==> config.mk <==
export PLATFORM = sky130hd
export DESIGN_NAME = psum_column_accumulator
export DESIGN_NICKNAME = d
export VERILOG_FILES = /design/src/rtl/psum_column_accumulator.sv
export SDC_FILE = /design/constraint.sdc
export NUM_CORES = 1
export LEC_CHECK = 0
export BUFFER_PORTS_ARGS = -buffer_cell sky130_fd_sc_hd__clkbuf_2
export CAP_MARGIN = 20
export CORE_ASPECT_RATIO = 0.6
export CORE_UTILIZATION = 41
export CTS_CLUSTER_SIZE = 30
export DETAILED_ROUTE_END_ITERATION = 12
export PLACE_DENSITY = 0.71
export SYNTH_ARGS = -nofsm -noshare
export SYNTH_HDL_FRONTEND = slang
export SYNTH_SLANG_ARGS = --single-unit
==> constraint.sdc <==
create_clock -name clk -period 4.3 [get_ports clk]
set_clock_uncertainty 0.05 [all_clocks]
set_input_delay 0.43 -clock clk [delete_from_list [all_inputs] [get_ports clk]]
set_output_delay 0.43 -clock clk [all_outputs]
set_load 0.02 [all_outputs]
==> src/rtl/psum_column_accumulator.sv <==
// rtl/psum_column_accumulator.sv - splits column partial sums into 1/2/4 lanes and accumulates them over N passes
module psum_column_accumulator #(
    parameter int ACC_W = 64,
    parameter int CNT_W = 16
) (
    input  logic                 clk,
    input  logic                 rst_n,
    input  logic                 start,
    input  logic [3:0]           cfg_weight_width,
    input  logic                 cfg_signed,
    input  logic [CNT_W-1:0]     cfg_passes,
    input  logic [51:0]          psum_in,
    input  logic                 psum_valid,
    output logic                 psum_ready,
    output logic [4*ACC_W-1:0]   out_data,
    output logic [1:0]           out_mode,
    output logic                 out_valid,
    input  logic                 out_ready,
    output logic                 busy
);

    typedef enum logic [1:0] {
        IDLE  = 2'd0,
        ACCUM = 2'd1,
        DRAIN = 2'd2
    } state_t;

    state_t                   state_q, state_d;
    logic [1:0]               mode_q, mode_d;
    logic                     signed_q, signed_d;
    logic [CNT_W-1:0]         passes_q, passes_d;
    logic [CNT_W-1:0]         cnt_q, cnt_d;
    logic [CNT_W-1:0]         cnt_inc;
    logic [3:0][ACC_W-1:0]    acc_q, acc_d;
    logic [3:0][ACC_W-1:0]    lane_val;
    logic                     psum_ready_q, psum_ready_d;
    logic                     out_valid_q, out_valid_d;
    logic                     busy_q, busy_d;

    function automatic logic [ACC_W-1:0] ext13(input logic [12:0] v, input logic s);
        return {{(ACC_W-13){s & v[12]}}, v};
    endfunction

    function automatic logic [ACC_W-1:0] ext26(input logic [25:0] v, input logic s);
        return {{(ACC_W-26){s & v[25]}}, v};
    endfunction

    function automatic logic [ACC_W-1:0] ext52(input logic [51:0] v, input logic s);
        return {{(ACC_W-52){s & v[51]}}, v};
    endfunction

    // Priority decode: the widest weight bit wins, anything else falls to 2b/1b packing.
    function automatic logic [1:0] decode_mode(input logic [3:0] w);
        if (w[3]) begin
            return 2'd0;
        end else if (w[2]) begin
            return 2'd1;
        end else begin
            return 2'd2;
        end
    endfunction

    always_comb begin
        lane_val = '0;
        case (mode_q)
            2'd0: begin
                lane_val[0] = ext52(psum_in[51:0], signed_q);
            end
            2'd1: begin
                lane_val[0] = ext26(psum_in[25:0], signed_q);
                lane_val[1] = ext26(psum_in[51:26], signed_q);
            end
            default: begin
                lane_val[0] = ext13(psum_in[12:0], signed_q);
                lane_val[1] = ext13(psum_in[25:13], signed_q);
                lane_val[2] = ext13(psum_in[38:26], signed_q);
                lane_val[3] = ext13(psum_in[51:39], signed_q);
            end
        endcase
    end

    always_comb begin
        state_d  = state_q;
        mode_d   = mode_q;
        signed_d = signed_q;
        passes_d = passes_q;
        cnt_d    = cnt_q;
        acc_d    = acc_q;
        cnt_inc  = cnt_q + 1'b1;
        case (state_q)
            IDLE: begin
                if (start) begin
                    mode_d   = decode_mode(cfg_weight_width);
                    signed_d = cfg_signed;
                    passes_d = cfg_passes;
                    cnt_d    = '0;
                    acc_d    = '0;
                    state_d  = (cfg_passes == '0) ? DRAIN : ACCUM;
                end
            end
            ACCUM: begin
                if (psum_valid) begin
                    for (int i = 0; i < 4; i++) begin
                        acc_d[i] = acc_q[i] + lane_val[i];
                    end
                    cnt_d = cnt_inc;
                    if (cnt_inc == passes_q) begin
                        state_d = DRAIN;
                    end
                end
            end
            DRAIN: begin
                if (out_ready) begin
                    state_d = IDLE;
                end
            end
            default: state_d = IDLE;
        endcase
        psum_ready_d = (state_d == ACCUM);
        out_valid_d  = (state_d == DRAIN);
        busy_d       = (state_d != IDLE);
    end

    always_ff @(posedge clk or negedge rst_n) begin
        if (!rst_n) begin
            state_q      <= IDLE;
            mode_q       <= 2'd0;
            signed_q     <= 1'b0;
            passes_q     <= '0;
            cnt_q        <= '0;
            acc_q        <= '0;
            psum_ready_q <= 1'b0;
            out_valid_q  <= 1'b0;
            busy_q       <= 1'b0;
        end else begin
            state_q      <= state_d;
            mode_q       <= mode_d;
            signed_q     <= signed_d;
            passes_q     <= passes_d;
            cnt_q        <= cnt_d;
            acc_q        <= acc_d;
            psum_ready_q <= psum_ready_d;
            out_valid_q  <= out_valid_d;
            busy_q       <= busy_d;
        end
    end

    assign psum_ready = psum_ready_q;
    assign out_valid  = out_valid_q;
    assign busy       = busy_q;
    assign out_data   = acc_q;
    assign out_mode   = mode_q;

endmodule

# Word-level counts from Yosys, hierarchy flattened
# Cells that the tools add are included.
# totals
wordCells	54
input_bits	78
output_inout_bits	261
regBits	296
# classes
n_bitwise	4
reduce_logical	8
mux	17
eq_ne	8
addsub	5
# op_table
cell	count
$mux W256	2
$pmux W256 S2	1
$add A64 B64 Y64	4
$pmux W64 S2	2
$mux W128	1
$mux W16	2
$pmux W16 S2	1
$add A16 B1 Y16 const B	1
$eq A16 B16 Y1	1
$logic_not A16 Y1	1
$mux W2	7
$eq A2 B1 Y1 const B	3
$pmux W2 S3	1
$and A1 B1 Y1	4
$eq A2 B2 Y1 const B	2
$logic_not A2 Y1	2
$ne A2 B2 Y1 const B	2
$reduce_bool A2 Y1	2
$reduce_and A3 Y1	1
$reduce_and A2 Y1	1
$reduce_or A2 Y1	1

# Logic depth before layout (Yosys ltp)
# logic_depth
depth_word	6
ltp_mapped	20
ltp_nobuf	17

# Worst setup path after synthesis
# No wires, ideal clock.
# synth_timing
path_type	reg-to-reg
from	reg mode_q[1] (netlist: out_mode[1])
to	reg acc_q, in the netlist out_data[60]
n_path_buf	3
setup_ps	129
t_required_ps	4121
path_slack_ps	-431
t_arrival_ps	4551
path_stages_with_launch	20
path_cell_list	dfrtp_1 > clkbuf_1 > a21boi_0 > clkbuf_1 > clkbuf_1 > nor2_1 > ha_1 > a21o_1 > a211oi_2 > or4_1 > a21oi_1 > o41ai_1 > o21ai_2 > a21oi_2 > a21oi_2 > a41o_2 > a221o_1 > a21oi_1 > xor2_1 > o21ai_1
# synth_via
elab_chain_cells	5
# synth_rtl
element	line_no	rtl
from (decl)	29	logic [1:0] mode_q, mode_d;
from (signal assigned)	137	mode_q <= mode_d;
$eq A2 B1 Y1 / $logic_not A2 Y1 (equally long branches)	65	case (mode_q)
$pmux W64 S2 (*)	65	
$add A64 B64 Y64 (*)	104	acc_d[i] = acc_q[i] + lane_val[i];
$mux W256 (*)	102	if (psum_valid) begin
$pmux W256 S2 (*)	90	case (state_q)
to (signal assigned)	131	acc_q <= '0;
to (signal assigned)	141	acc_q <= acc_d;
to (decl)	34	logic [3:0][ACC_W-1:0] acc_q, acc_d;
# Every way passes the cells marked *; elsewhere a longest branch is shown, timed or not. The select of a mux whose other input is x is not followed.
# A chain may end at the register's enable or synchronous reset.

# Final worst setup path
# layout_timing
from	reg mode_q[0] (netlist: out_mode[0])
to	reg acc_q, in the netlist out_data[127]
# Same word-level chain as after synthesis.

==> metrics.cfg <==
[run_status]
status=completed

[min_path]
holdCritPathClass=in -> reg

[grt]
grt_first_pass_wirelength_microns=145200
grt_pass1_vias=24461
grt_usage=0.2803
grt_start_max_net_pins=134
antenna_found_initial=3
grt_remaining_overflow=0

[yosys]
synth_top_family_by_area=compound AO/OA/AOI/OAI gates
muxShareOfSynthArea=0.01069
synth_commonest_cells=552 x nand2_1, 379 x o21ai_0, 296 x dfrtp_1
yosys.area.top_type=dfrtp_1
synth_area_leaders=dfrtp_1 28%, ha_1 7.9%, nand2_1 7.8%, o21ai_0 7.2%, a21oi_1 4.6%
synthFlopType=dfrtp_1
synth_edf_count=0
synth.most_common_cell=nand2_1
synth_cell_types=107
avgSynthCellArea_sq_um=7.613
synth_area_sq_mm=0.02645
synthSimpleGateAreaFrac=0.2442
synth_fp_nets=3722
yosysWarnings=0
postSynthCellCount=3474
synth-seq-cells=296
netlist.area_leader.share=0.2801
ys_async_sr_fraction=1.000
synth-xor-area-share=0.07021
synthAdderAreaFrac=0.08156
ys_seq_area_frac=0.2801
synth_compound_area_frac=0.2703

[sta]
slew_viol_final=0
post-route-min-period_ns=4.173
relSlewSlack=0.4065
finalHoldViolations=0
worst_slew_pin_slew_ns=0.8902
finalSetupViolations=0
rsz0062_at_grt=true
setup_tns_ns=0
post-route-period-util=0.9705
max_clock_freq_mhz=239.6

[worst_setup_path]
crit_arrival_ns=4.62
cp-end-kind=flop
setup.worst_path.start_class=flop
criticalPathCategory=reg -> reg
crit_fanout=26
critPathRequiredTime_ns=4.75

[placement]
post-dp-hpwl_microns=71210
gp_congestion=0.9709
placedInstanceArea_sq_mm=0.02994
io_buffers=336

[clock_tree]
cts_htree_levels=2
cts_sinks=296
clock_latency_ns=0.57
root_buffer=clkbuf_16
cts_made_buffers=36
cts.path.max_buffers=3
cts_tree=done
clk_pin_slew_ns=0.06

[finish]
n_fill_cell=6133
num-nets-final=4073
stdcell_area_sq_mm=0.03161
drive_gt1_frac=0.1883
area_growth_pct=19.51

[floorplanning]
die_w_microns=329.9
start_util=0.4187
pin_count=339
dieArea_sq_mm=0.06556
row_count=71
coreArea_sq_mm=0.06316
die_h_microns=198.7

[run]
maxCapViolCount=0

[drt]
wirelength_microns=94930
drc_errors=0
drtAntennaViolNets=0
via_per_inst=5.894
drtIter0Drc=2991
firstDrtPassIters=7
wl_per_cell_microns=20.22
vias=27674

[power]
power.leakage_nw=14.74
ir_drop_mv=0.3708
p_per_area_mw_per_mm2=812.2

==> final timing paths <==
check	cells past startpoint	endpoint	slack (ns)	start
worst max-delay path	18	out_data[127]$_DFFE_PN0P_	0.13	out_mode[0]$_DFFE_PN0P_
worst min-delay path	2	out_mode[1]$_DFFE_PN0P_	0.04	cfg_weight_width[3]
max in group asynchronous	3	out_data[100]$_DFFE_PN0P_	2.80	rst_n
worst min register to register	1	out_data[63]$_DFFE_PN0P_	0.43	out_data[63]$_DFFE_PN0P_
worst max register to register	18	out_data[127]$_DFFE_PN0P_	0.13	out_mode[0]$_DFFE_PN0P_
min in group asynchronous	2	out_data[229]$_DFFE_PN0P_	0.45	rst_n
==> worst max-delay path, stage by stage, from the launching register on <==
cell and delay (ns):
dfrtp_1 0.40, nor2b_4 0.15, buf_12 0.16, a31o_4 0.30, buf_12 0.17, buf_12 0.14
ha_1 0.31, nand2_2 0.10, nor4b_4 0.32, nand4_1 0.15, or3_1 0.33, o22a_1 0.20
o21ba_1 0.21, a211o_1 0.30, o221ai_2 0.19, a21oi_2 0.08, xor2_1 0.15, or3_1 0.30
nand3_1 0.08
==> cell type report <==
cell class / instances / area [sq um] / share of cell area
Antenna cell: 6 / 15.01 / 0.0004750
Clock buffer: 51 / 1059 / 0.03349
Clock inverter: 12 / 167.7 / 0.005305
Inverter: 53 / 198.9 / 0.006294
Multi-Input combinational cell: 2890 / 18220 / 0.5763
Sequential cell: 296 / 7410 / 0.2344
Tap cell: 839 / 1050 / 0.03321
Timing Repair Buffer: 548 / 3492 / 0.1105
==> metal layers <==
layer | vias up | GRT usage | part of all wire
li1 | 13289 | - | -
met1 | 13105 | 0.4421 | 0.49
met2 | 1163 | 0.3725 | 0.40
met3 | 117 | 0.06322 | 0.093
met4 | 0 | 0.06996 | 0.021
met5 | - | 0 | 0
==> where the power goes <==
| part | internal, mW | total, mW | switching, mW |
|---|---|---|---|
| Clock | 1.95 | 3.31 | 1.36 |
| Combinational | 6.71 | 16.9 | 10.2 |
| Sequential | 3.87 | 5.42 | 1.56 |
==> flip-flops by register name (all words and copies together) (netlist names) <==
signal / cells
out_data: 256
cnt_q: 16
passes_q: 16
out_mode: 2
state_q: 2
busy: 1
out_valid: 1
psum_ready: 1
signed_q: 1
==> metrics by stage <==
| step | utilization | hold slack [ns] | power [mW] | setup WS (ns) | cells |
|---|---|---|---|---|---|
| 3_5_place_dp | 0.4741 | 0.4234 | 21.63 | -0.07817 | 4609 |
| 4_1_cts | 0.4941 | 0.0008072 | 25.10 | 0.004730 | 4676 |
| 5_1_grt | 0.5003 | 0.03080 | 27.62 | -0.05500 | 4692 |
| 6_report | 0.5004 | 0.03811 | 25.67 | 0.1268 | 4695 |
| 2_1_floorplan | - | 0.08441 | 16.05 | -0.02451 | 3474 |
| 3_3_place_gp | 0.4741 | 0.4126 | 21.44 | 0.01191 | 4609 |
==> cell families (layout without fill, tap and decap cells) <==
logic type	count (synthesis)	after routing
xor gates and xnor gates	212	212
AOI/OAI and AO/OA	1130	1130
adders and majority gates	170	170
buffers and inverters	288	664
muxes	28	28
and+or+nand+nor	1350	1350
DFF	296	296
other	0	6
==> placed cells by master, fill, tap and decap left out, types with 114 or more instances in the layout <==
| master | count |
|---|---|
| nand2_1 | 547 |
| o21ai_0 | 376 |
| clkbuf_2 | 335 |
| dfrtp_1 | 294 |
| a21oi_1 | 235 |
| nor2_1 | 217 |
| buf_4 | 190 |
| ha_1 | 162 |
| a21o_1 | 125 |
| xnor2_1 | 114 |
==> timing repair <==
action / in CTS / in global routing
setup buffers: 0 / 13
resized for setup: 1 / 61
hold buffers: 4 / 0
pin swaps: 0 / 20
endpoints found under the hold margin: 97 / 0
setup endpoints to repair: 1 / 32
Note: power is estimated with default switching activity, not from simulation.
